**src/rtl/approx_mul_pipe.sv**
```systemverilog
// Pipelined unsigned approximate multiplier. Rows of partial products are paired
// into a half-adder array whose low columns can be OR-summed or eliminated.
module approx_mul_pipe #(
  parameter int W  = 8,
  parameter int TW = $clog2(2*W)+1
) (
  input  logic          clk,
  input  logic          rst,
  input  logic          in_valid,
  output logic          in_ready,
  input  logic [W-1:0]  x,
  input  logic [W-1:0]  y,
  input  logic [1:0]    mode,
  input  logic [TW-1:0] thr,
  output logic          out_valid,
  input  logic          out_ready,
  output logic [2*W-1:0] p,
  output logic [1:0]    p_mode
);

  localparam int PW = 2*W;
  localparam int NP = W/2;

  logic          vld_p1, vld_p2, vld_p3;
  logic          ld1, ld2, ld3;
  logic [1:0]    md_p0, md_p1, md_p2;
  logic          is_or_p0, is_el_p0, is_apx_p0;
  logic [PW-2:0] lt_p0;
  logic [PW-1:0] ps_p0 [NP];
  logic [PW-1:0] pc_p0 [NP];
  logic [PW-1:0] ps_p1 [NP];
  logic [PW-1:0] pc_p1 [NP];
  logic [PW-1:0] red_s, red_c;
  logic [PW-1:0] s_p2, c_p2;

  // 3:2 compressor over whole vectors: returns {sum, carry shifted to its weight}.
  function automatic logic [2*PW-1:0] csa32(input logic [PW-1:0] a,
                                            input logic [PW-1:0] b,
                                            input logic [PW-1:0] c);
    logic [PW-1:0] s, cy;
    s  = a ^ b ^ c;
    cy = ((a & b) | (a & c) | (b & c)) << 1;
    return {s, cy};
  endfunction

  // Handshake: a stage loads when empty or when its successor advances.
  assign ld3       = vld_p2 & (~vld_p3 | out_ready);
  assign ld2       = vld_p1 & (~vld_p2 | ld3);
  assign in_ready  = ~vld_p1 | ld2;
  assign ld1       = in_valid & in_ready & ~rst;
  assign out_valid = vld_p3;

  always_ff @(posedge clk) begin
    if (rst) begin
      vld_p1 <= 1'b0;
      vld_p2 <= 1'b0;
      vld_p3 <= 1'b0;
    end else begin
      vld_p1 <= ld1 | (vld_p1 & ~ld2);
      vld_p2 <= ld2 | (vld_p2 & ~ld3);
      vld_p3 <= ld3 | (vld_p3 & ~out_ready);
    end
  end

  // ---- stage 0: paired half-adder array with per-column approximation
  assign md_p0     = (mode == 2'd3) ? 2'd0 : mode;
  assign is_or_p0  = (md_p0 == 2'd1);
  assign is_el_p0  = (md_p0 == 2'd2);
  assign is_apx_p0 = (md_p0 != 2'd0);

  for (genvar c = 0; c < PW-1; c++) begin : g_thr
    assign lt_p0[c] = (thr > TW'(c));
  end

  for (genvar k = 0; k < NP; k++) begin : g_pair
    localparam int B = 2*k;
    logic [W-2:0] ov_s, ov_c;
    logic         na, nb;
    for (genvar j = 1; j < W; j++) begin : g_col
      logic a, b, apx;
      assign a   = x[B] & y[j];
      assign b   = x[B+1] & y[j-1];
      assign apx = lt_p0[B+j];
      assign ov_s[j-1] = (apx & is_el_p0) ? 1'b0 :
                         (apx & is_or_p0) ? (a | b) : (a ^ b);
      assign ov_c[j-1] = (apx & is_apx_p0) ? 1'b0 : (a & b);
    end
    // Non-overlap bits only drop out in eliminate mode.
    assign na = x[B] & y[0] & ~(is_el_p0 & lt_p0[B]);
    assign nb = x[B+1] & y[W-1] & ~(is_el_p0 & lt_p0[B+W]);
    assign ps_p0[k] = {{(W-1){1'b0}}, nb, ov_s, na} << B;
    assign pc_p0[k] = {{(W-1){1'b0}}, ov_c, 2'b00} << B;
  end

  // ---- stage 1: register pair sum/carry vectors
  always_ff @(posedge clk) begin
    if (ld1) begin
      ps_p1 <= ps_p0;
      pc_p1 <= pc_p0;
      md_p1 <= md_p0;
    end
  end

  always_comb begin
    logic [2*PW-1:0] t;
    red_s = ps_p1[0];
    red_c = pc_p1[0];
    t     = '0;
    for (int k = 1; k < NP; k++) begin
      t     = csa32(red_s, red_c, ps_p1[k]);
      red_s = t[2*PW-1:PW];
      red_c = t[PW-1:0];
      t     = csa32(red_s, red_c, pc_p1[k]);
      red_s = t[2*PW-1:PW];
      red_c = t[PW-1:0];
    end
  end

  // ---- stage 2: register the carry-save pair
  always_ff @(posedge clk) begin
    if (ld2) begin
      s_p2  <= red_s;
      c_p2  <= red_c;
      md_p2 <= md_p1;
    end
  end

  // ---- stage 3: carry-propagate add into the product register
  always_ff @(posedge clk) begin
    if (rst) begin
      p      <= '0;
      p_mode <= 2'd0;
    end else if (ld3) begin
      p      <= s_p2 + c_p2;
      p_mode <= md_p2;
    end
  end

endmodule

```
**config.mk**
```make
export PLATFORM = sky130hd
export DESIGN_NAME = approx_mul_pipe
export DESIGN_NICKNAME = d
export VERILOG_FILES = /design/src/rtl/approx_mul_pipe.sv
export SDC_FILE = /design/constraint.sdc
export NUM_CORES = 1
export LEC_CHECK = 0
export ABC_AREA = 0
export CORE_MARGIN = 4
export CORE_UTILIZATION = 45
export CTS_BUF_LIST = sky130_fd_sc_hd__clkbuf_8
export CTS_CLUSTER_SIZE = 8
export DETAILED_ROUTE_END_ITERATION = 7
export PLACE_DENSITY = 0.66
export SYNTH_ARGS = -nofsm -noshare
export SYNTH_HDL_FRONTEND = slang
export SYNTH_SLANG_ARGS = --single-unit
```
**constraint.sdc**
```tcl
create_clock -name clk -period 7.65 [get_ports clk]
set_input_delay 0.765 -clock clk [delete_from_list [all_inputs] [get_ports clk]]
set_output_delay 0.765 -clock clk [all_outputs]
set_load 0.02 [all_outputs]
```
## Yosys cells after proc, flatten, opt, wreduce, memory -nomap -nowiden

Cells that the tools add are included.

- Bits in registers: 120
- Logic and storage cells: 385
- Input port bits: 27

- Add/sub/neg operators: 1
- Equal/unequal tests: 3
- Reductions and logical operators: 1
- Bitwise operators: 267
- Magnitude comparators: 15
- Mux-type cells: 29

Operators by type and width:

| kind | count |
|---|---|
| $and A1 B1 Y1 | 148 |
| $and A15 B15 Y15 | 4 |
| $or A15 B15 Y15 | 4 |
| $gt A5 B4 Y1 const B | 7 |
| $or A1 B1 Y1 | 34 |
| $and A14 B15 Y15 | 2 |
| $mux W1 | 28 |
| $xor A1 B1 Y1 | 28 |
| $and A12 B13 Y13 | 2 |
| $and A13 B13 Y13 | 2 |
| $or A13 B13 Y13 | 2 |
| $and A9 B11 Y11 | 2 |
| $gt A5 B3 Y1 const B | 4 |
| $add A16 B16 Y16 | 1 |
| $xor A15 B16 Y16 | 1 |
| $xor A16 B15 Y16 | 1 |
| $not A1 Y1 | 15 |
| $xor A14 B15 Y15 | 1 |
| $xor A15 B15 Y15 | 1 |
| $and A13 B14 Y14 | 1 |
| $and A14 B13 Y14 | 1 |
| $or A14 B13 Y14 | 1 |
| $or A14 B14 Y14 | 1 |
| $xor A13 B14 Y14 | 1 |
| other kinds (21) | 24 |

## Logic depth before layout (Yosys ltp)

- Depth in word-level cells: 18
- Gate-level depth with buffers: 8
- Gate-level depth less buffers: 8

## Worst setup path before layout

Ideal clock, no wire load.

- Path type: input -> register
- Start point: in rst
- End point: reg md_p1[0] (enable)
- Cell stages on the path: 3
- Arrival time: 6005 ps
- Path slack: 1060 ps
- Library setup time: 585 ps
- Path buffers: 2
- Path through: clkbuf_1 -> clkbuf_1 -> nor3b_1

- Longest elaborated chain between the ends: 2

Ends and longest elaborated chain:

| item | RTL line | source |
|---|---|---|
| from (decl) | 8 | `input logic rst,` |
| $not A1 Y1 | 50 | `assign ld1 = in_valid & in_ready & ~rst;` |
| $and A1 B1 Y1 | 50 |  |
| named net ld1 | 25 | `logic ld1, ld2, ld3;` |
| to (signal assigned) | 100 | `md_p1 <= md_p0;` |
| to (decl) | 26 | `logic [1:0] md_p0, md_p1, md_p2;` |

The timed path passes the listed nets, and every way through them passes these cells.
A chain may end at the register's enable or synchronous reset.

## Final worst setup path

- Start point: reg ps_p1[40] (netlist bit)
- End point: reg s_p2[8] (data pin)

- Longest elaborated chain between the ends: 11

Ends and longest elaborated chain:

| item | RTL line | source |
|---|---|---|
| from (decl) | 31 | `logic [PW-1:0] ps_p1 [NP];` |
| from (signal assigned) | 98 | `ps_p1 <= ps_p0;` |
| $xor A9 B11 Y11 | 41 | `s = a ^ b ^ c;` |
| $xor A11 B12 Y12 | 41 |  |
| $xor A12 B11 Y12 | 41 |  |
| $xor A12 B13 Y13 | 41 |  |
| $xor A13 B13 Y13 | 41 |  |
| $xor A13 B14 Y14 | 41 |  |
| $xor A14 B13 Y14 | 41 |  |
| $xor A14 B15 Y15 | 41 |  |
| $xor A15 B15 Y15 | 41 |  |
| $xor A15 B16 Y16 | 41 |  |
| $xor A16 B15 Y16 | 41 |  |
| named net red_s[8] | 33 | `logic [PW-1:0] red_s, red_c;` |
| to (signal assigned) | 122 | `s_p2 <= red_s;` |
| to (decl) | 34 | `logic [PW-1:0] s_p2, c_p2;` |

The timed path passes the listed nets, and every way through them passes these cells.

==> results.yml <==
sta:
  worst_pin_slew_ns: 0.991
  rsz0062_at_grt: "no"
  worst_clock_skew_ns: 0.0207
  period_share_pct: 47.5
  clock.fmax_mhz: 275
  slew_viol_final: 0
  period_needed_ns: 3.64
  final-hold-violation-count: 0
  tns_ns: 0
  slew_headroom_pct: 33.7
  setup_viol: 0
power_and_ir_drop:
  peakVddDrop_mv: 0.113
  power_density_mw_per_mm2: 204
  p_leak_nw: 3.36
  power_w: 0.00163
floorplanning:
  core-area_mm2: 0.0158
  rows: 46
  boundaryPins: 47
  die_y_um: 135
  die-area_mm2: 0.0181
  start_util_pct: 45.7
  die_w_um: 135
synthesis:
  synth-edff-count: 91
  synth-seq-cells: 112
  seq_area_frac_synth_pct: 43.7
  synth_area_leader_cell: "edfxtp_1"
  yosys_most_used_dff: "edfxtp_1"
  synthesis.area_mm2: 0.00721
  yosysWarnings: 0
  async_flop_share_pct: 0
  synth_nets: 825
  synth_area_leaders: "edfxtp_1 (38%), ha_1 (12%), fa_1 (12%)"
  syn-instance-count: 684
  yosysTopAreaCellShare_pct: 37.9
  syn-mean-instance-area_um2: 10.5
  synth.distinct_cells: 51
worst_setup_path:
  crit_type: "register to register"
  critPathCaptureType: "register"
  crit_path_frequent_cell: "fa_1"
  crit_slowest_cell: "fa_1"
  required_ns: 7.78
  worstPathMaxFanout: 1
  crit_arrival_ns: 3.77
  cp_num_buf_inv: 0
  crit_path_start_kind: "register"
  critPathMaxStageDelay_ns: 0.58
  cp_cell_sequence: "fa_1 -> fa_1 -> fa_1 -> fa_1 -> fa_1 -> fa_1"
  cp_top_family: "adder cells"
route:
  vias_per_cell: 5.13
  via_count: 4756
  routed_wl_mm: 14.9
  routedWlPerCell_um: 16.1
  drtPass1Iterations: 5
  drtAntennaViolNets: 0
  drtIter0Drc: 348
  drc: 0
clocking:
  numClockSinks: 112
  clock_path_buffers: 2
  cts_root_buf: "clkbuf_8"
  post-cts-setup-buffers: 0
  hold_buffers: 0
  cts_tree: "done"
  cts_buffers: 9
  cts_max_level: 3
  clkTransAtPathRegs_ns: 0.10
  cts_resized: 0
  insertion_delay_ns: 0.39
grt:
  grt_use_total_pct: 17.6
  grt_antenna_before_repair: 0
  overflow: 0
  grt_pass1_wl_mm: 24.8
  grt_pass1_vias: 4892
  grt_max_degree: 67
place:
  port_buffers: 46
  routabilityCongestion: 0.826
  place_hpwl_mm: 11.1
worst_hold_path:
  hold_path.class: "register to register"
run:
  cap_violations: 0
cells_and_area:
  multiInputGateArea_mm2: 0.00355
  layout-drive-gt1-share_pct: 4.35
  regArea_mm2: 0.00315
  antennaDiodeCount: 0
  syn2layout_area_growth_pct: 10.9
  fin_nets: 848
  nFillCells: 1437
status:
  status: "completed"
-- kinds of logic after synthesis --
| logic type | share of synthesized area (%) |
|---|---|
| muxes | 2.50 |
| adders and majority gates | 24.1 |
| xor gates and xnor gates | 0.121 |
| buffers and inverters | 7.16 |
| AOI/OAI and AO/OA | 9.76 |
| and+or+nand+nor | 12.6 |
| DFF | 43.7 |
-- area by class of cell --
cell class	instances	area share, %
Multi-Input combinational cell	442	44.4
Clock inverter	6	0.563
Clock buffer	10	1.72
Inverter	91	4.27
Sequential cell	112	39.4
Timing Repair Buffer	51	6.23
Tap cell	216	3.38
-- routing by layer --
metal	part of all wire, %	track usage [%]	vias to the layer above
li1	-	-	2304
met1	47	24.5	2289
met2	45	27.7	141
met3	5.5	3.20	22
met4	2.2	6.39	0
met5	0	0	-
-- synthesized netlist by cell type (3+ instances only) --
| cell type | n |
|---|---|
| nand2b_1 | 4 |
| o21a_1 | 17 |
| fa_1 | 42 |
| nor3b_1 | 4 |
| inv_1 | 91 |
| nand2_1 | 117 |
| edfxtp_1 | 91 |
| nand3_1 | 3 |
| nor2_1 | 26 |
| o21ai_1 | 15 |
| clkbuf_1 | 24 |
| ha_1 | 72 |
| o31ai_1 | 3 |
| o21ai_0 | 17 |
| a31oi_1 | 11 |
| a21o_1 | 3 |
| dfxtp_1 | 21 |
| nor2b_1 | 28 |
| mux2i_1 | 18 |
| buf_2 | 11 |
| a21oi_1 | 30 |
-- power breakdown --
part           switching (W)  internal [W]  leakage [nW]
sequential         0.0000271      0.000764         0.968
combinational       0.000285      0.000223          2.31
clock               0.000200      0.000129        0.0903
total               0.000512       0.00112          3.36
-- state kept, by name, indices dropped and copies added, names as in the netlist --
name / cells
pc_p1: 28
c_p2: 8
p: 16
s_p2: 15
vld_p1: 1
out_valid: 1
ps_p1: 36
p_mode: 2
md_p2: 2
md_p1: 2
vld_p2: 1
-- cells in the final DEF, fill, tap and decap left out, drive strengths merged, types with 2 or more instances in the layout --
master and n:
nand2 117, inv 93, edfxtp 91, ha 72, clkdlybuf4s50 46, fa 42, o21ai 32, a21oi 30
nor2b 29, nor2 27, dfxtp 21, mux2i 18, o21a 17, a31oi 11, clkbuf 10, buf 5
nand2b 5, nor3b 4, nand3 3, o31ai 3, a21o 3, a211oi 3, o41ai 2, and3 2
o211ai 2, nand3b 2, clkinv 2, clkinvlp 2, a2111oi 2, nor3 2
-- worst paths after layout --
check,startpoint,endpoint,slack (ns),cells after the start
setup / recovery,ps_p1[40],s_p2[8],4.01,6
hold reg to reg,md_p1[0],md_p2[0],0.43,0
setup reg to reg,ps_p1[40],s_p2[8],4.01,6
hold / removal,md_p1[0],md_p2[0],0.43,0
-- stage by stage --
| stage | hold WS, ns | setup slack, ns | std cells | util, % | area [µm²] |
|---|---|---|---|---|---|
| 2_1_floorplan | 0.400 | 1.06 | 684 | - | 7210 |
| 3_3_place_gp | 0.401 | 4.06 | 912 | 49.6 | 7820 |
| 3_5_place_dp | 0.411 | 4.00 | 912 | 49.6 | 7820 |
| 4_1_cts | 0.440 | 3.99 | 928 | 50.7 | 8000 |
| 5_1_grt | 0.460 | 3.90 | 928 | 50.7 | 8000 |
| 6_report | 0.435 | 4.01 | 928 | 50.7 | 8000 |
Power figures use the tool's default switching activity.
